[config.mk]
export PLATFORM = sky130hd
export DESIGN_NAME = hw2_accum
export DESIGN_NICKNAME = d
export VERILOG_FILES = /design/src/rtl/hw2_accum.sv
export SDC_FILE = /design/constraint.sdc
export NUM_CORES = 1
export LEC_CHECK = 0
export CORE_UTILIZATION = 58
export DETAILED_ROUTE_END_ITERATION = 10
export PLACE_DENSITY = 0.85
export SYNTH_ARGS = -nofsm -noshare
export SYNTH_HDL_FRONTEND = slang
export SYNTH_HIERARCHICAL = 1
export SYNTH_SLANG_ARGS = --single-unit
[constraint.sdc]
create_clock -name clk -period 3.85 [get_ports clk]
set_input_delay 0.5775 -clock clk [delete_from_list [all_inputs] [get_ports clk]]
set_output_delay 0.5775 -clock clk [all_outputs]
set_load 0.005 [all_outputs]
[src/rtl/hw2_accum.sv]
// hw2_accum: block accumulator for the unsigned (a+/-b)*c product stream.
// Sums N consecutive accepted products and presents each block sum on a
// handshake that is held until the downstream takes it.
// Build option: define ACC_SAT_EN to saturate the accumulator and the
// presented sum to all-ones once a block overflows. Without it, sums wrap
// modulo 2^AW. In both builds ovf reports the block overflow.

module hw2_accum #(
   parameter int DW = 16,
   parameter int N  = 4,
   parameter int AW = 18
) (
   input  logic          clk,
   input  logic          reset,
   input  logic          clear,
   input  logic          in_valid,
   input  logic [DW-1:0] in_d,
   output logic          in_ready,
   output logic          out_valid,
   output logic [AW-1:0] out_sum,
   output logic          ovf,
   input  logic          out_ready,
   output logic          busy
);

   // Sample counter only has to reach N-1.
   localparam int CW = (N > 1) ? $clog2(N) : 1;
   localparam logic [CW-1:0] CNT_ONE  = CW'(1);
   localparam logic [CW-1:0] CNT_LAST = CW'(N - 1);

   typedef enum logic [1:0] {
      IDLE  = 2'b00,
      ACCUM = 2'b01,
      HOLD  = 2'b10
   } state_t;

   state_t          state_r;
   logic [AW-1:0]   acc_r;
   logic [CW-1:0]   cnt_r;
   logic            sticky_r;
   logic            out_valid_r;
   logic [AW-1:0]   out_sum_r;
   logic            ovf_r;

   logic            in_beat_s;
   logic            last_s;
   logic [AW:0]     sum_s;
   logic            blk_ovf_s;
   logic [AW-1:0]   acc_nxt_s;

   // One extra bit so the carry-out of the add is visible.
   function automatic logic [AW:0] add_wide(input logic [AW-1:0] a,
                                            input logic [DW-1:0] b);
      add_wide = {1'b0, a} + (AW+1)'(b);
   endfunction

   // Value written back into the accumulator after an add.
   function automatic logic [AW-1:0] acc_update(input logic [AW:0] wide,
                                                input logic        blk_ovf);
`ifdef ACC_SAT_EN
      if (blk_ovf) begin
         acc_update = {AW{1'b1}};
      end else begin
         acc_update = wide[AW-1:0];
      end
`else
      acc_update = wide[AW-1:0];
      if (blk_ovf) begin
         acc_update = wide[AW-1:0];
      end else begin
         acc_update = wide[AW-1:0];
      end
`endif
   endfunction

   assign in_ready  = (state_r != HOLD);
   assign busy      = (state_r == ACCUM);
   assign out_valid = out_valid_r;
   assign out_sum   = out_sum_r;
   assign ovf       = ovf_r;

   // Beat qualification and the running sum for the current input.
   always_comb begin
      in_beat_s = 1'b0;
      last_s    = 1'b0;
      sum_s     = {(AW+1){1'b0}};
      blk_ovf_s = 1'b0;
      acc_nxt_s = {AW{1'b0}};
      if (state_r != HOLD) begin
         in_beat_s = in_valid;
      end else begin
         in_beat_s = 1'b0;
      end
      if (cnt_r == CNT_LAST) begin
         last_s = 1'b1;
      end else begin
         last_s = 1'b0;
      end
      sum_s     = add_wide(acc_r, in_d);
      blk_ovf_s = sticky_r | sum_s[AW];
      acc_nxt_s = acc_update(sum_s, blk_ovf_s);
   end

   // Block FSM: accumulator, sample count, sticky overflow and held result.
   always_ff @(posedge clk or negedge reset) begin
      if (!reset) begin
         state_r     <= IDLE;
         acc_r       <= {AW{1'b0}};
         cnt_r       <= {CW{1'b0}};
         sticky_r    <= 1'b0;
         out_valid_r <= 1'b0;
         out_sum_r   <= {AW{1'b0}};
         ovf_r       <= 1'b0;
      end else if (clear) begin
         state_r     <= IDLE;
         acc_r       <= {AW{1'b0}};
         cnt_r       <= {CW{1'b0}};
         sticky_r    <= 1'b0;
         out_valid_r <= 1'b0;
         out_sum_r   <= {AW{1'b0}};
         ovf_r       <= 1'b0;
      end else begin
         case (state_r)
            IDLE: begin
               if (in_beat_s) begin
                  // First sample of a block cannot overflow: DW < AW.
                  acc_r    <= AW'(in_d);
                  cnt_r    <= CNT_ONE;
                  sticky_r <= 1'b0;
                  state_r  <= ACCUM;
               end
            end
            ACCUM: begin
               if (in_beat_s) begin
                  if (last_s) begin
                     out_sum_r   <= acc_nxt_s;
                     out_valid_r <= 1'b1;
                     ovf_r       <= blk_ovf_s;
                     acc_r       <= {AW{1'b0}};
                     cnt_r       <= {CW{1'b0}};
                     sticky_r    <= 1'b0;
                     state_r     <= HOLD;
                  end else begin
                     acc_r    <= acc_nxt_s;
                     cnt_r    <= cnt_r + CNT_ONE;
                     sticky_r <= blk_ovf_s;
                  end
               end
            end
            HOLD: begin
               // Input is not ready here, so in_valid is ignored.
               if (out_ready) begin
                  out_valid_r <= 1'b0;
                  state_r     <= IDLE;
               end
            end
            default: begin
               // Unreachable encoding: fall back to a clean idle block.
               state_r     <= IDLE;
               acc_r       <= {AW{1'b0}};
               cnt_r       <= {CW{1'b0}};
               sticky_r    <= 1'b0;
               out_valid_r <= 1'b0;
               out_sum_r   <= {AW{1'b0}};
               ovf_r       <= 1'b0;
            end
         endcase
      end
   end

   hw2_accum_chk #(
      .AW (AW),
      .CW (CW),
      .N  (N)
   ) u_chk (
      .clk       (clk),
      .reset     (reset),
      .clear     (clear),
      .in_ready  (in_ready),
      .out_valid (out_valid),
      .out_sum   (out_sum),
      .ovf       (ovf),
      .out_ready (out_ready),
      .busy      (busy),
      .cnt       (cnt_r)
   );

endmodule

// hw2_accum_chk: protocol and state invariants of hw2_accum.
module hw2_accum_chk #(
   parameter int AW = 18,
   parameter int CW = 2,
   parameter int N  = 4
) (
   input logic          clk,
   input logic          reset,
   input logic          clear,
   input logic          in_ready,
   input logic          out_valid,
   input logic [AW-1:0] out_sum,
   input logic          ovf,
   input logic          out_ready,
   input logic          busy,
   input logic [CW-1:0] cnt
);

   localparam logic [CW-1:0] CNT_LAST = CW'(N - 1);

   // A presented block stays frozen until the downstream takes it.
   a_hold_stable: assert property (@(posedge clk) disable iff (!reset)
      (out_valid && !out_ready && !clear) |=> (out_valid && $stable(out_sum) && $stable(ovf)));

   // Input side is ready exactly when no result is being presented.
   a_ready_excl: assert property (@(posedge clk) disable iff (!reset)
      in_ready == !out_valid);

   // Accumulating and presenting are mutually exclusive.
   a_busy_excl: assert property (@(posedge clk) disable iff (!reset)
      !(busy && out_valid));

   // Sample count never passes the last sample index.
   a_cnt_range: assert property (@(posedge clk) disable iff (!reset)
      cnt <= CNT_LAST);

endmodule

Word-level counts from Yosys, hierarchy flattened
Cells that the tools add are included.
W data, S select, Z words.
{"block": "word_totals", "ff_bits": 43, "input_bits": 21, "out_inout_bits": 22, "word_cells": 62}
{"block": "op_classes", "n_eq_ne": 11, "mux": 35, "n_addsub": 2, "bitwise_logic": 1, "reduce_logical": 6}
{"op": "$mux W18", "count": 7}
{"op": "$pmux W18 S3", "count": 1}
{"op": "$pmux W18 S2", "count": 1}
{"op": "$add A18 B16 Y19", "count": 1}
{"op": "$mux W2", "count": 8}
{"op": "$mux W1", "count": 13}
{"op": "$pmux W2 S3", "count": 2}
{"op": "$reduce_and A4 Y1", "count": 2}
{"op": "$ne A2 B2 Y1 const B", "count": 3}
{"op": "$ne A3 B2 Y1 const B", "count": 2}
{"op": "$ne A3 B3 Y1 const B", "count": 2}
{"op": "$pmux W1 S3", "count": 2}
{"op": "$reduce_and A3 Y1", "count": 2}
{"op": "$eq A2 B2 Y1 const B", "count": 2}
{"op": "$add A2 B1 Y2 const B", "count": 1}
{"op": "$eq A2 B1 Y1 const B", "count": 1}
{"op": "$logic_not A2 Y1", "count": 1}
{"op": "$ne A2 B1 Y1 const B", "count": 1}
{"op": "$pmux W1 S2", "count": 1}
{"op": "$reduce_or A2 Y1", "count": 1}
{"op": "$or A1 B1 Y1", "count": 1}

Logic depth before layout (Yosys ltp)
Gate-level depths: netlist (run 1).
{"block": "logic_depth", "word_depth": 6, "ltp_mapped": 9, "depth_no_buf": 8}

Worst setup path before layout (run 1)
OpenSTA, ideal clock, no wires.
{"block": "synth_timing", "path_kind": "in2reg", "startpoint": "input port in_d[0]", "endpoint": "register out_sum_r[16] (netlist: out_sum[16])", "path_stages": 8, "setup_ns": 0.122, "path_buffers": 0, "arrival_time_ns": 2.231, "required_ns": 3.728, "path_slack_ns": 1.498, "path_cell_list": "ha_1 -> fa_1 -> a21oi_1 -> nand4b_1 -> a211oi_1 -> o21ai_0 -> nand3_1 -> a32o_1"}
{"block": "synth_via", "elab_chain_cells": 5}
{"element": "start, declared", "line_no": "17", "source": "input logic [DW-1:0] in_d,"}
{"element": "$add A18 B16 Y19", "line_no": "54", "source": "add_wide = {1'b0, a} + (AW+1)'(b);"}
{"element": "$mux W18", "line_no": "135", "source": "if (last_s) begin"}
{"element": "$mux W18", "line_no": "134", "source": "if (in_beat_s) begin"}
{"element": "$pmux W18 S2", "line_no": "123", "source": "case (state_r)"}
{"element": "$mux W18", "line_no": "114", "source": "end else if (clear) begin"}
{"element": "end signal, assigned", "line_no": "112", "source": "out_sum_r <= {AW{1'b0}};"}
{"element": "end signal, assigned", "line_no": "120", "source": "out_sum_r <= {AW{1'b0}};"}
{"element": "end signal, assigned", "line_no": "136", "source": "out_sum_r <= acc_nxt_s;"}
{"element": "end, declared", "line_no": "42", "source": "logic [AW-1:0] out_sum_r;"}
No other way between the ends. The select of a mux whose other input is x is not followed.
A chain may end at the register's enable or synchronous reset.

Worst setup path in the final report (run 1)
{"block": "layout_timing", "startpoint": "input port in_d[12]", "endpoint": "register out_sum_r[16] (netlist: out_sum[16])"}
The elaborated chain is that of the path after synthesis.

==> flow_summary_export.csv, run 1 <==
group,metric,value,unit
sta,finalMaxSlewViolations,0,
yosys,syn_area,2724,um^2
yosys,synth_top_flop_cell,"dfrtp_1",
final_layout,drive_gt1_share,7.440,%
grt,antenna_found_initial,0,
die,die-width,70.53,um
critical_path,crit_arrival,2960,ps
clocking,cts_tree,"done",
pwr,p_leak,1.554,nW
final_layout,nets,374,
grt,grt_overflow,0,
detailed_routing,wl,6.653,mm
place,gp_congestion,0.9315,
yosys,yosysUniqueCellTypes,54,
detailed_routing,routed_via_density,6.500,
yosys,synth_edf_count,0,
clocking,hold_buffers,0,
clocking,cts_htree_levels,2,
sta,setup_tns,0,ps
grt,grt_max_degree,44,
critical_path,crit_start,"in_d[12]",
pwr,ir_drop,0.0001831,V
detailed_routing,ant_nets,0,
die,rows,24,
critical_path,reg2reg_depth,7,
final_layout,layout_common_cells,"dfrtp_1 (43), clkdlybuf4s50_1 (41), nand2_1 (37)",
detailed_routing,drt-pass1-iter-count,8,
detailed_routing,vias,2522,
yosys,ys_warn_count,6,
critical_path,endpoint,"out_sum[16]$_DFFE_PN0P_",
place,portBuffers,42,
pwr,power_density,356.9,nW/um^2
critical_path,path_class,"primary input to flop",
die,coreArea,4444,um^2
clocking,clkSinkCount,43,
detailed_routing,drc,4,
detailed_routing,avgRoutedWirePerCell,17.15,um
place,hpwl,4.743,mm
critical_path,r2r_start,"state_r[1]$_DFFE_PN0P_",
clocking,numCtsBuffers,5,
die,io_pins,43,
critical_path,r2r_setup_slack,1410,ps
sta,worst_slew_pin_slew,938.6,ps
clocking,cts-root-buf,"clkbuf_8",
critical_path,crit_required,4040,ps
final_layout,syn2layout_area_growth,22.23,%
sta,finalSetupViolations,0,
grt,grt_pass1_wl,11.14,mm
status,status,"complete, but fails checks",
sta,hold_viol_final,0,
final_layout,fin_area,3329,um^2
detailed_routing,drt_iter0_drc,165,
clocking,cts_resized,0,
yosys,ys_ff_latch,43,
yosys,avgSynthCellArea,9.265,um^2
clocking,path_clk_slew,80,ps
min_path,hold_path_class,"primary input to asynchronous set/reset pin",
clocking,clk_path_buf_depth,2,
yosys,synth_nets,333,
final_layout,final_common_cell,"dfrtp_1",
grt,grt_pass1_vias,2392,
final_layout,n_fill_cell,333,
sta,rsz0062_at_grt,"no",
yosys,yosysSeqAreaShare,39.50,%
critical_path,crit_path_end_kind,"flop",
critical_path,regToRegEndpoint,"acc_r[14]$_DFFE_PN0P_",
sta,finClkSkew,10.05,ps
yosys,async_flop_share,100.0,%
place,dpl-instance-area,3197,um^2
sta,slew-limit-headroom,37.42,%
sta,post-route-period-util,71.98,%
sta,finalCriticalPeriod,2771,ps
critical_path,cp_max_fo,8,
final_layout,num_antenna_cells,0,
die,die_area,4974,um^2
die,dieHeight,70.53,um
grt,grt_usage,28.52,%
status,violations,"DRC",
clocking,clock_latency,300,ps
clocking,post_cts_buffers,0,
run,maxCapViolCount,0,
sta,max_freq,360.8,MHz
critical_path,critPathLaunchType,"primary input",
yosys,synth_cells,294,
die,start_util,61.29,%
[critical path: stages]
cell and delay (ps):
clkdlybuf4s50_1 440, ha_1 400, a21oi_1 420, nand2_1 180, a31o_2 280, a21oi_1 280, nand3_1 120, a32o_1 260
[routing by layer]
layer | wire, um | share of wire, % | GRT usage, %
met5 | 0 | 0 | 0
met4 | 165 | 2.5 | 10.67
met3 | 423 | 6.4 | 5.271
met2 | 3224 | 48 | 49.95
met1 | 2840 | 43 | 35.40
[cells in the mapped netlist (all sizes together) (3+ instances only)]
cell | n | area share (%)
buf | 4 | 0.83
and3 | 3 | 0.69
nand2b | 3 | 0.69
dfrtp | 43 | 40
inv | 6 | 0.83
xor2 | 3 | 0.96
nand2 | 37 | 5.1
nor2b | 4 | 0.92
xnor2 | 7 | 2.3
o22ai | 3 | 0.69
ha | 17 | 7.8
a22oi | 9 | 2.5
a22o | 15 | 4.8
clkbuf | 11 | 1.6
o21ai | 13 | 2.4
a21oi | 18 | 3.3
or3 | 3 | 0.87
a21o | 8 | 2.2
nor3 | 5 | 0.92
nand3 | 12 | 2.2
a211oi | 3 | 1.0
a31oi | 6 | 1.4
nor2 | 23 | 3.2
[area by class of cell]
type	count	area, um^2	area share (%)
Sequential cell	43	1076	32.32
Inverter	6	22.52	0.6764
Multi-Input combinational cell	230	1565	47.01
Clock inverter	2	60.06	1.804
Tap cell	52	65.06	1.954
Timing Repair Buffer	49	467.9	14.05
Clock buffer	6	72.57	2.180
[report_power, final]
| group | switching (W) | internal, W |
|---|---|---|
| clock network | 0.000155 | 0.000259 |
| logic | 0.000171 | 0.000119 |
| registers | 0.0000137 | 0.000470 |
| total | 0.000340 | 0.000848 |
[flip-flops by register name, indices dropped and copies added, names as in the netlist]
register	flops
ovf	1
state_r	2
sticky_r	1
cnt_r	2
out_sum	18
acc_r	18
out_valid	1
[logic make-up (layout without fill, tap and decap cells)]
kind of cell / after synthesis / after routing / share of synthesized area, %
multiplexers: 3 / 3 / 1.148
adder cells (fa/ha/maj): 18 / 18 / 8.544
flip-flops: 43 / 43 / 39.50
AO/OA/AOI/OAI: 99 / 99 / 27.01
XOR/XNOR: 10 / 10 / 3.216
AND/OR/NAND/NOR: 100 / 100 / 17.36
buffers and inverters: 21 / 63 / 3.215
[through the flow]
| step | worst slack [ps] | std cells | util [%] | power (W) | hold WS (ps) |
|---|---|---|---|---|---|
| floorplan | 1498 | 294 | - | 0.0006893 | 281.9 |
| global placement | 891.1 | 380 | 71.93 | 0.0007662 | 449.8 |
| detailed placement | 825.9 | 380 | 71.93 | 0.0007745 | 455.6 |
| CTS | 1113 | 388 | 74.92 | 0.001192 | 453.1 |
| global route | 876.4 | 388 | 74.92 | 0.001243 | 499.8 |
| finish | 1079 | 388 | 74.92 | 0.001188 | 412.7 |
[worst min-delay path by stage]
stage | startpoint | endpoint | cells after the start
2_1_floorplan | reset | acc_r[0]$_DFFE_PN0P_ | 0
3_3_place_gp | out_sum[14]$_DFFE_PN0P_ | out_sum[14]$_DFFE_PN0P_ | 2
3_5_place_dp | out_sum[14]$_DFFE_PN0P_ | out_sum[14]$_DFFE_PN0P_ | 2
4_1_cts | reset | state_r[0]$_DFFE_PN0P_ | 1
5_1_grt | reset | out_sum[0]$_DFFE_PN0P_ | 1
6_report | reset | acc_r[3]$_DFFE_PN0P_ | 1
Power figures use the tool's default switching activity.
==> run 2: changes to the inputs <==
--- a/config.mk
+++ b/config.mk
@@ -5,9 +5,9 @@
 export SDC_FILE = /design/constraint.sdc
 export NUM_CORES = 1
 export LEC_CHECK = 0
-export CORE_UTILIZATION = 58
+export CORE_UTILIZATION = 54
 export DETAILED_ROUTE_END_ITERATION = 10
-export PLACE_DENSITY = 0.85
+export PLACE_DENSITY = 0.8
 export SYNTH_ARGS = -nofsm -noshare
 export SYNTH_HDL_FRONTEND = slang
 export SYNTH_HIERARCHICAL = 1
==> constraint.sdc (replaced) <==
create_clock -name clk -period 2.75 [get_ports clk]
set_input_delay 0.4125 -clock clk [delete_from_list [all_inputs] [get_ports clk]]
set_output_delay 0.4125 -clock clk [all_outputs]
set_load 0.005 [all_outputs]
==> run 2 against run 1 <==
Effect of this change:
- the flow now finishes without violations
- clock skew fell by 2.2 ps
- clock power fell by 9.7%
- utilization fell by 4.1 points
- register-to-register slack got worse by 960 ps
- worst setup slack got worse by 840 ps
- wire length fell by 1.7%
- sequential power rose by 40%
- die area rose by 7.2%
- critical endpoint is now out_sum[12]$_DFFE_PN0P_
- largest power group unchanged
==> flow_summary_export.csv, run 2 (same netlist as run 1, synthesis figures left out) <==
group,metric,value,unit
final_layout,final_common_cell,"dfrtp_1",
detailed_routing,wl,6.538,mm
sta,finalSetupViolations,0,
final_layout,num_antenna_cells,0,
sta,post-route-period-util,91.15,%
critical_path,crit_required,2930,ps
place,portBuffers,42,
pwr,p_leak,1.589,nW
pwr,p_switching,0.0004638,W
critical_path,crit_path_end_kind,"flop",
die,rows,25,
status,status,"completed",
clocking,clkSinkCount,43,
final_layout,finalNonFillerCells,414,
pwr,ir_drop,0.0002313,V
pwr,pwr-share-clk,25.3,%
sta,layout_setup_ws,243.3,ps
detailed_routing,drt-pass1-iter-count,5,
grt,grt_max_degree,44,
critical_path,cp_max_fo,3,
final_layout,n_fill_cell,408,
die,die_area,5332,um^2
final_layout,finalCoreUtilization,70.85,%
clocking,cts_htree_levels,2,
place,gp_congestion,0.8260,
final_layout,drive_gt1_share,10.66,%
detailed_routing,drt_iter0_drc,145,
detailed_routing,routed_via_density,5.937,
pwr,seqPwrFrac,45.7,%
grt,grt_usage,26.75,%
clocking,clock_latency,290,ps
critical_path,critPathLaunchType,"primary input",
critical_path,reg2reg_depth,8,
die,start_util,56.92,%
pwr,swShare,31.35,%
clocking,cts-root-buf,"clkbuf_8",
grt,grt_pass1_wl,10.81,mm
sta,slew-limit-headroom,35.17,%
critical_path,crit_cells,9,
clocking,clk_path_buf_depth,2,
final_layout,nets,387,
critical_path,cp_slowest_cell,"clkdlybuf4s50_1",
min_path,hold_path_class,"primary input to asynchronous set/reset pin",
sta,finClkSkew,7.818,ps
clocking,path_clk_slew,80,ps
place,place_ws,-113.4,ps
sta,worst_slew_pin_slew,972.5,ps
sta,rsz0062_at_grt,"no",
critical_path,cp_top_family,"compound AO/OA/AOI/OAI gates",
detailed_routing,ant_nets,0,
sta,finalMaxSlewViolations,0,
place,dpl.cell_count,408,
critical_path,cp_num_buf_inv,1,
die,io_pins,43,
die,coreArea,4786,um^2
grt,grt_pass1_vias,2327,
detailed_routing,drc,0,
critical_path,path_class,"primary input to flop",
pwr,power_density,436.4,nW/um^2
sta,max_freq,398.9,MHz
sta,hold-worst-slack,277.2,ps
detailed_routing,vias,2458,
grt,grt_overflow,0,
critical_path,path_cells,"clkdlybuf4s50_1, ha_1, fa_1, a21oi_1, nand4b_1, a211oi_2, o21ai_0, mux2i_1, a221o_1",
pwr,comb_power_share,29.1,%
die,die-width,73.02,um
clocking,cts_tree,"done",
final_layout,syn2layout_area_growth,24.48,%
pwr,power.internal,0.001016,W
critical_path,crit_arrival,2680,ps
grt,antenna_found_initial,0,
final_layout,layout_common_cells,"dfrtp_1 (43), clkdlybuf4s50_1 (41), nand2_1 (37)",
critical_path,slowest_delay,440,ps
clocking,numCtsBuffers,5,
run,maxCapViolCount,0,
die,dieHeight,73.02,um
sta,finalCriticalPeriod,2507,ps
sta,hold_viol_final,0,
place,hpwl,4.717,mm
detailed_routing,avgRoutedWirePerCell,15.79,um
run 2: cell types whose count changed in the layout (fill, tap and decap cells not counted), sizes merged:
cell / delta
bufinv: -2
buf: +13
run 2: layout make-up:
type,count,area (um^2),area share [%]
Sequential cell,43,1076,31.73
Clock buffer,6,72.57,2.140
Tap cell,67,83.83,2.472
Multi-Input combinational cell,230,1570,46.31
Inverter,6,22.52,0.6642
Timing Repair Buffer,62,565.5,16.68
run 2: power by group through the flow:
stage	logic, W	clock network, W	registers (W)
after CTS	0.000426	0.000381	0.000676
after global routing	0.000474	0.000405	0.000678
after floorplan	0.000283	0	0.000682
after detailed placement	0.000422	0	0.000688
final	0.000430	0.000374	0.000676
after global placement	0.000416	0	0.000687
run 2: timing repair:
action,in CTS,in global routing
endpoints found under the hold margin,0,0
endpoints found under the setup margin,0,2
hold buffers,0,0
resized for setup,0,2
buffers inserted,0,0
run 2: path summary, 6_finish.rpt:
kind,from,endpoint,slack [ps]
worst min-delay path,reset,out_sum[3]$_DFFE_PN0P_,280
worst min register to register,out_sum[14]$_DFFE_PN0P_,out_sum[14]$_DFFE_PN0P_,470
worst max-delay path,in_d[0],out_sum[12]$_DFFE_PN0P_,240
worst max register to register,acc_r[0]$_DFFE_PN0P_,out_sum[12]$_DFFE_PN0P_,450
min in group clk,out_sum[14]$_DFFE_PN0P_,out_sum[14]$_DFFE_PN0P_,470
max in group asynchronous,reset,acc_r[16]$_DFFE_PN0P_,1860
run 2: through the flow:
step	area, um^2	total power (W)	setup TNS, ps
CTS	3386	0.001483	0
floorplan	2724	0.0009650	0
global route	3391	0.001557	0
finish	3391	0.001480	0
global placement	3313	0.001102	-45.56
detailed placement	3313	0.001110	-403.0
run 2: per-layer routing:
metal / GRT usage (%) / wire length (um) / vias up
met5: 0 / 0 / -
met1: 36.05 / 3085 / 1174
li1: - / - / 1205
met2: 43.42 / 3045 / 70
met3: 4.420 / 322 / 9
met4: 9.586 / 83 / 0
==> run 3: changes to the inputs <==
==> constraint.sdc (replaced) <==
create_clock -name clk -period 2.75 [get_ports clk]
set_input_delay 0.55 -clock clk [delete_from_list [all_inputs] [get_ports clk]]
set_output_delay 0.55 -clock clk [all_outputs]
set_load 0.005 [all_outputs]
==> run 3 against run 2 <==
Effect of this change:
- clock power increased by 6.4%
- sequential power about the same
- power increased by 4.2%
- critical endpoint is now acc_r[13]$_DFFE_PN0P_
- largest cell class unchanged
==> flow_summary_export.csv, run 3 (same netlist as run 1, synthesis figures left out) <==
group,metric,value,unit
status,status,"completed",
critical_path,slowest_delay,430,ps
final_layout,layout_common_cells,"dfrtp_1 (43), clkdlybuf4s50_1 (41), nand2_1 (37)",
critical_path,cp_top_family,"compound AO/OA/AOI/OAI gates",
clocking,clk_path_buf_depth,2,
detailed_routing,drc,0,
sta,finClkSkew,8.490,ps
pwr,p_switching,0.0004919,W
sta,hold_viol_final,0,
clocking,path_clk_slew,80,ps
clocking,numCtsBuffers,5,
die,dieHeight,73.02,um
grt,grt_pass1_vias,2267,
detailed_routing,drt-pass1-iter-count,4,
grt,grt_overflow,0,
detailed_routing,ant_nets,0,
sta,finalMaxSlewViolations,0,
sta,finalCriticalPeriod,2603,ps
pwr,ir_drop,0.0002961,V
pwr,power_density,440.7,nW/um^2
clocking,hold_buffers,0,
min_path,hold_path_class,"primary input to asynchronous set/reset pin",
critical_path,crit_arrival,2790,ps
critical_path,cp_max_fo,6,
final_layout,final_common_cell,"dfrtp_1",
sta,slew-limit-headroom,23.58,%
pwr,comb_power_share,30.2,%
detailed_routing,wl,6.913,mm
place,hpwl,4.990,mm
pwr,power.internal,0.001050,W
clocking,clkSinkCount,43,
grt,grt_pass1_wl,11.18,mm
die,coreArea,4786,um^2
detailed_routing,avgRoutedWirePerCell,16.15,um
pwr,power,0.001542,W
final_layout,num_antenna_cells,0,
critical_path,cp_num_buf_inv,2,
sta,finalSetupViolations,0,
place,gp_congestion,0.8578,
pwr,pwr-share-clk,25.8,%
critical_path,path_class,"primary input to flop",
grt,grt_max_degree,44,
detailed_routing,routed_via_density,5.998,
final_layout,drive_gt1_share,14.68,%
sta,worst_slew_pin_slew,1137,ps
clocking,cts_htree_levels,2,
critical_path,crit_path_end_kind,"flop",
clocking,clock_latency,300,ps
place,portBuffers,42,
critical_path,cp_slowest_cell,"clkdlybuf4s50_1",
grt,antenna_found_initial,0,
detailed_routing,vias,2567,
detailed_routing,drt_iter0_drc,203,
pwr,swShare,31.90,%
critical_path,critPathLaunchType,"primary input",
sta,post-route-period-util,94.64,%
die,start_util,56.92,%
final_layout,syn2layout_area_growth,28.43,%
clocking,cts_tree,"done",
final_layout,nets,399,
die,io_pins,43,
grt,grt_usage,27.65,%
critical_path,crit_required,2930,ps
die,die_area,5332,um^2
clocking,cts-root-buf,"clkbuf_8",
die,rows,25,
sta,max_freq,384.2,MHz
die,die-width,73.02,um
pwr,seqPwrFrac,44.0,%
pwr,p_leak,1.648,nW
critical_path,path_cells,"clkdlybuf4s50_1, ha_1, nand2_1, or3_4, o2bb2ai_4, a21oi_1, a311oi_1, buf_4, o22ai_1",
run,maxCapViolCount,0,
sta,setup_tns,0,ps
final_layout,finalCoreUtilization,73.10,%
==> run 3: cell types whose count changed in the layout (fill, tap and decap cells not counted) <==
cell	delta
buf_4	+12
a21oi_1	-1
a21oi_2	+1
clkbuf_1	+1
clkinv_2	+1
fa_1	-1
fa_2	+1
ha_1	-1
ha_2	+1
o21ai_0	-1
o21ai_1	+1
==> run 3: what timing repair did <==
item                                    CTS  global route
endpoints found under the setup margin    0             8
setup buffers                             0             1
gates resized for setup                   0             6
==> run 3: worst paths after layout <==
kind,startpoint,slack [ps],cells past startpoint,endpoint
max in group asynchronous,reset,1730,1,cnt_r[1]$_DFFE_PN0P_
worst min-delay path,reset,400,1,out_sum[3]$_DFFE_PN0P_
worst max-delay path,in_d[8],150,9,acc_r[13]$_DFFE_PN0P_
worst min register to register,out_sum[14]$_DFFE_PN0P_,480,2,out_sum[14]$_DFFE_PN0P_
worst max register to register,state_r[1]$_DFFE_PN0P_,360,5,acc_r[16]$_DFFE_PN0P_
min in group clk,out_sum[14]$_DFFE_PN0P_,480,2,out_sum[14]$_DFFE_PN0P_
==> run 3: cell type report <==
type	instances	area [um^2]
fill	369	1287
multi-input combinational	230	1579
clock inverter	1	5.005
tap	67	83.83
inverter	6	22.52
timing repair buffer	74	655.6
sequential	43	1076
clock buffer	7	76.32
==> run 3: through the flow <==
step	instance area, um^2	cells	hold slack, ps	setup slack (ps)
after floorplan	2724	294	254.4	425.4
after global placement	3396	419	450.6	-173.9
after detailed placement	3396	419	465.5	-240.7
after CTS	3477	427	447.5	64.37
after global routing	3498	428	502.1	-25.80
final	3498	428	405.0	147.5
==> run 3: power groups by stage <==
stage               registers (W)  logic (W)  clock network [W]
floorplan                0.000682   0.000283                  0
global placement         0.000687   0.000444                  0
detailed placement       0.000690   0.000454                  0
CTS                      0.000677   0.000457           0.000404
global route             0.000680   0.000514           0.000430
finish                   0.000678   0.000465           0.000398
==> run 3: metal layers <==
metal | up-vias | track usage [%] | wire [um]
li1 | 1225 | - | -
met1 | 1238 | 39.22 | 3228
met2 | 93 | 43.83 | 3208
met3 | 11 | 4.696 | 370
met4 | 0 | 7.190 | 106
met5 | - | 0 | 0
==> RTL change 1, RTL diff (flow settings as in run 3) <==
`AW` is set to 18 in 2 places; all go to 36.
--- a/src/rtl/hw2_accum.sv
+++ b/src/rtl/hw2_accum.sv
@@ -8,7 +8,7 @@
 module hw2_accum #(
    parameter int DW = 16,
    parameter int N  = 4,
-   parameter int AW = 18
+   parameter int AW = 36
 ) (
    input  logic          clk,
    input  logic          reset,
@@ -189,7 +189,7 @@
 
 // hw2_accum_chk: protocol and state invariants of hw2_accum.
 module hw2_accum_chk #(
-   parameter int AW = 18,
+   parameter int AW = 36,
    parameter int CW = 2,
    parameter int N  = 4
 ) (
Ports: changed (resized out_sum); port bits go from 43 to 61. No check against the original RTL was run, so the function may have changed too.
==> RTL change 1 against run 3 <==
- via count grew 56%
- final cell count grew 57%
- wire length grew 68%
- count of clock-buffer cells in the layout grew 3
- worst setup slack lost 0.083 ns
- area after synthesis grew 59%
- global-route usage grew 1.3 points
- sequential cell count grew 36
- design area grew 65%
- combinational power grew 19%
- sequential share of layout area grew 3.6 points
- sequential power grew 81%
- power grew 85%
- first-iteration DRC count grew 59%
==> RTL change 1: results (changes against run 3) <==
* Min Clock Period, post-route: 2.69 ns (+0.0830 ns)
* Fraction of layout instances using a drive strength above 1: 0.164 (+0.0175)
* Combinational gate power: 0.000554 W (+19%)
* Post-synthesis cell type count: 48 (-11%)
* Met3 Use GR: 0.0436 (-0.00341)
* Gate Count Post-Synth: 464 (+58%)
- Crit path max fanout: 4 (-2)
* Worst Reg2Reg Path Length in Cells: 9 (+4)
- Run status: completed
* Layout clock buffers: 10 (+3)
- The fraction of standard cell area in multi-input logic came to 0.404 (-0.0476).
- The commonest cells after synthesis are dfrtp_1 (79), o21ai_0 (57), nand2_1 (51), a21oi_1 (23), xnor2_1 (22).
- The clock insertion delay at the later pin of the skew report was 0.37 ns (+0.07 ns).
- Endpoint arrival time on the critical path: 2.90 ns (+0.11 ns)
- The detailed route wirelength on metal3 is 650 um (+76%).
* Net count after synthesis: 503 (+51%)
- The synthesized area divided by synthesized cell count came to 9.32 um2 (+0.59%).
* Met1 global-route usage: 0.381 (-0.0111)
* Routed Wire Length: 11.6 mm (+68%)
* Global-route wire length before repair: 19.2 mm (+72%)
- The number of global-route vias before repair was 3912 (+73%).
* Average via count per standard cell: 5.95 (-0.88%)
- Clock-cell share: 0.0424 (+0.0191)
- The fill cell total of the finished layout was 555 (+50%).
- Post-Route Skew: 0.0131 ns (+0.00465 ns)
- The internal portion of total power is 0.00206 W (+96%).
- The worst-case setup slack after placement was -0.534 ns (-0.293 ns).
* Leading cell types by total area after synthesis: dfrtp_1 (46%), o21ai_0 (6.6%), ha_1 (4.9%), xnor2_1 (4.5%), nand2_1 (4.4%)
- The max-slew headroom at the worst pin is 0.350 (+0.114).
- Pin count of the biggest net entering global routing: 80 (+82%)
- Inverters excl. clock: 19 (+13)
- The count of buffers not belonging to the clock network in the layout is 115 (+55%).
* Reg2Reg Setup Slack: 0.09 ns (-0.27 ns)
- The global-route usage over all layers is 0.290 (+0.0134).
[RTL change 1: cell count changes in the layout (fill, tap and decap cells not counted), sizes merged, moves of 9 or more]
cell,run 3,this run
and3,3,15
xnor2,7,22
dfrtp,43,79
o21ai,13,67
a22o,15,6
clkdlybuf4s50,41,55
inv,6,20
buf,33,56
nand2,37,51
[RTL change 1: what timing repair did]
action,CTS,global route
setup buffers,1,1
resized for setup,9,16
pin swaps,5,9
endpoints found under the setup margin,32,42
[RTL change 1: cell families after synthesis]
| family | synth area share |
|---|---|
| adders and majority gates | 0.0538 |
| DFF | 0.457 |
| muxes | 0.00231 |
| and+or+nand+nor | 0.150 |
| buffers and inverters | 0.0367 |
| xor gates and xnor gates | 0.0668 |
| AOI/OAI and AO/OA | 0.234 |
[RTL change 1: worst min-delay path by stage]
stage | from | endpoint | slack [ns]
4_1_cts | reset | out_sum[8]$_DFFE_PN0P_ | 0.39
3_5_place_dp | out_sum[26]$_DFFE_PN0P_ | out_sum[26]$_DFFE_PN0P_ | 0.48
6_report | reset | out_sum[8]$_DFFE_PN0P_ | 0.35
5_1_grt | reset | acc_r[8]$_DFFE_PN0P_ | 0.43
2_1_floorplan | reset | acc_r[0]$_DFFE_PN0P_ | 0.25
3_3_place_gp | out_sum[27]$_DFFE_PN0P_ | out_sum[27]$_DFFE_PN0P_ | 0.47
[RTL change 1: per-stage QoR]
stage,cells,power [W],hold slack (ns)
2_1_floorplan,464,0.00152,0.254
3_3_place_gp,656,0.00173,0.466
3_5_place_dp,656,0.00175,0.475
4_1_cts,673,0.00282,0.389
5_1_grt,674,0.00297,0.430
6_report,674,0.00286,0.347
==> RTL change 2, RTL diff (flow settings as in run 3) <==
Made on the original files. Re-encode `state_t` (3 states) as one-hot, 3 bits wide.
--- a/src/rtl/hw2_accum.sv
+++ b/src/rtl/hw2_accum.sv
@@ -28,10 +28,10 @@
    localparam logic [CW-1:0] CNT_ONE  = CW'(1);
    localparam logic [CW-1:0] CNT_LAST = CW'(N - 1);
 
-   typedef enum logic [1:0] {
-      IDLE  = 2'b00,
-      ACCUM = 2'b01,
-      HOLD  = 2'b10
+   typedef enum logic [2:0] {
+      IDLE  = 3'b001,
+      ACCUM = 3'b010,
+      HOLD  = 3'b100
    } state_t;
 
    state_t          state_r;
Function: same outputs for any inputs over 4 cycles, from zero or initial values and one cycle with reset low; so few cycles prove little.
==> RTL change 2 against run 3 <==
- area after synthesis rose by 2.1%
- wire length fell by 1.6%
- highest routed layer unchanged
- sequential share of layout area fell by 0.10 points
- hold slack improved by 0.0048 ns
- core utilization rose by 1.1 points
- sequential cell count rose by 1
- clock skew fell by 0.0025 ns
- count of clock-buffer cells in the layout rose by 1
- design area rose by 2.8%
- maximum frequency fell by 0.92%
- worst setup slack got worse by 0.024 ns
Power is not compared: it rests on default switching activity, and its combinational part moved more than twofold at a synthesized area within 25%.
==> RTL change 2: results (changes against run 3) <==
- The flow ran to the end, and the final reports show no timing, DRC or antenna violations.
- The max-slew headroom at the worst pin was 0.334 (+0.0982).
- Main flop type after synthesis: dfrtp_1
* Design Area, Final: 3600 um2 (+2.8%)
* Number of DRC markers in iteration 0: 126 (-38%)
- Grouping stages by cell kind, the critical path spends the most delay in compound AO/OA/AOI/OAI gates.
- The post-placement cell count was 435 (+3.8%).
- Leading cell types by total area after synthesis: dfrtp_1 (39%), ha_1 (7.6%), nand2_1 (6.2%), a21oi_1 (4.5%), a21o_1 (3.2%)
* Insertion delay of the later-clocked pin in the worst-skew pair: 0.30 ns (about the same)
- Non-clock buffer share of cell area: 0.190 (+0.00292)
- The met3 routing resource usage after global routing came to 0.0370 (-0.00992).
- The via count normalized by instance count is 5.74 (-4.3%).
- The number of non-clock inverters in the layout is 3 (-3).
- The global routing usage on met1 is 0.352 (-0.0401).
- Top post-synthesis cells by count: nand2_1 (46), dfrtp_1 (43), a21oi_1 (25), nor2_1 (24)
* Routability-driven placement congestion ratio: 0.888 (+3.5%)
* Clock-cell share: 0.0223 (-0.000979)
- The hold-fix buffer count after cts came to 0 (unchanged).
- The synthesized net count was 347 (+4.2%).
* Part of the Yosys area used for sequential elements: 0.396 (+0.00127)
* Crit path max fanout: 5 (-1)
- Placed Instance Area: 3470 um2 (+2.1%)
* Post-Route Skew: 0.00597 ns (-0.00252 ns)
- VDD sags by at most between 0.0003 and 0.0004 V.
- Post-DR wirelength/cell: 15.2 um (-5.8%)
- Number of gates given a new drive strength after cts: 4 (+4)
- The detailed-routing wirelength on met1 came to 3.18 mm (-1.5%).
- The share of cell area taken by flip-flops and latches is 0.307 (-0.00104).
- The number of global-route vias before repair was 2432 (+7.3%).
* Pin count of the biggest net entering global routing: 45 (+2.3%)
- Endpoint arrival time on the critical path: 2.82 ns (+0.03 ns)
* Final net count: 418 (+4.8%)
- Tot GR Track Use: 0.268 (-0.00891)
- The worst-case setup slack after placement is -0.483 ns (-0.243 ns).
- Met3 routed WL: 249 um (-33%)
- Maximum buffer depth of the clock tree: 2 (unchanged)
* Post-synthesis cell type count: 50 (-7.4%)
- Number of setup buffers added after CTS: 4 (+4)
* Fraction of layout instances using a drive strength above 1: 0.155 (+0.00845)
- Area of the multi-input gates: 1630 um2 (+3.5%)
- Met2 usage: 0.446 (+0.00821)
* Post-synthesis average cell area: 9.03 um2 (-2.5%)
- The fill cell total of the finished layout was 368 (-0.27%).
* Die footprint: 5440 um2 (+2.1%)
- Total of plain and repair buffers excluding clock buffers: 78 (+5.4%)
- Total length of routed met2 wires: 3.27 mm (+1.8%)
* Number of clock sinks seen by CTS: 44 (+2.3%)
- The total routed wirelength is 6.80 mm (-1.6%).
- The maximum single-stage delay on the critical path is 0.46 ns (+0.03 ns).
- Detailed placer's ending HPWL: 4.84 mm (-3.0%)
- The total of clock buffers placed in the layout came to 8 (+1).
* Number of buffers created by CTS: 5 (unchanged)
* Multi-In Gates: 247 (+7.4%)
- The first-pass GRT wire length is 11.0 mm (-1.2%).
## RTL change 2: cell count changes after synthesis, moves of 4 or more
cell / run 3 / this run
a21o_1: 8 / 12
a21oi_1: 18 / 25
a22o_1: 15 / 9
nand2_1: 37 / 46
nand3_1: 12 / 5
o21ai_0: 13 / 17
o21ai_1: 0 / 4
o21bai_1: 1 / 6
o31ai_1: 2 / 9
xor2_1: 3 / 7
## RTL change 2: logic make-up after synthesis
logic type                 share of synthesized area
AOI/OAI and AO/OA                              0.274
xor gates and xnor gates                      0.0441
adders and majority gates                     0.0837
buffers and inverters                         0.0252
DFF                                            0.396
muxes                                        0.00720
and+or+nand+nor                                0.169
## RTL change 2: worst paths after layout
path | startpoint | to | slack, ns | depth (start not counted)
min | reset | out_sum[0]$_DFFE_PN0P_ | 0.41 | 1
min reg2reg | out_sum[15]$_DFFE_PN0P_ | out_sum[15]$_DFFE_PN0P_ | 0.48 | 2
max in group asynchronous | reset | out_sum[1]$_DFFE_PN0P_ | 1.71 | 1
max | in_d[1] | out_sum[16]$_DFFE_PN0P_ | 0.12 | 9
min in group clk | out_sum[15]$_DFFE_PN0P_ | out_sum[15]$_DFFE_PN0P_ | 0.48 | 2
max reg2reg | acc_r[0]$_DFFE_PN0P_ | out_sum[16]$_DFFE_PN0P_ | 0.28 | 9
## RTL change 2: where the power goes
group / total [W] / switching [W] / internal, W
registers: 0.000810 / 0.0000677 / 0.000743
clock network: 0.000400 / 0.000219 / 0.000181
logic: 0.00116 / 0.000631 / 0.000529
## RTL change 2: worst register-to-register path, cell delays in order, from the launching register on
cell and delay, ns:
dfrtp_1 0.39, ha_2 0.21, fa_2 0.37, a211oi_2 0.28, nor3_2 0.08, nor4b_2 0.31
o21ai_2 0.13, o31ai_4 0.27, xnor2_1 0.12, a22o_1 0.20
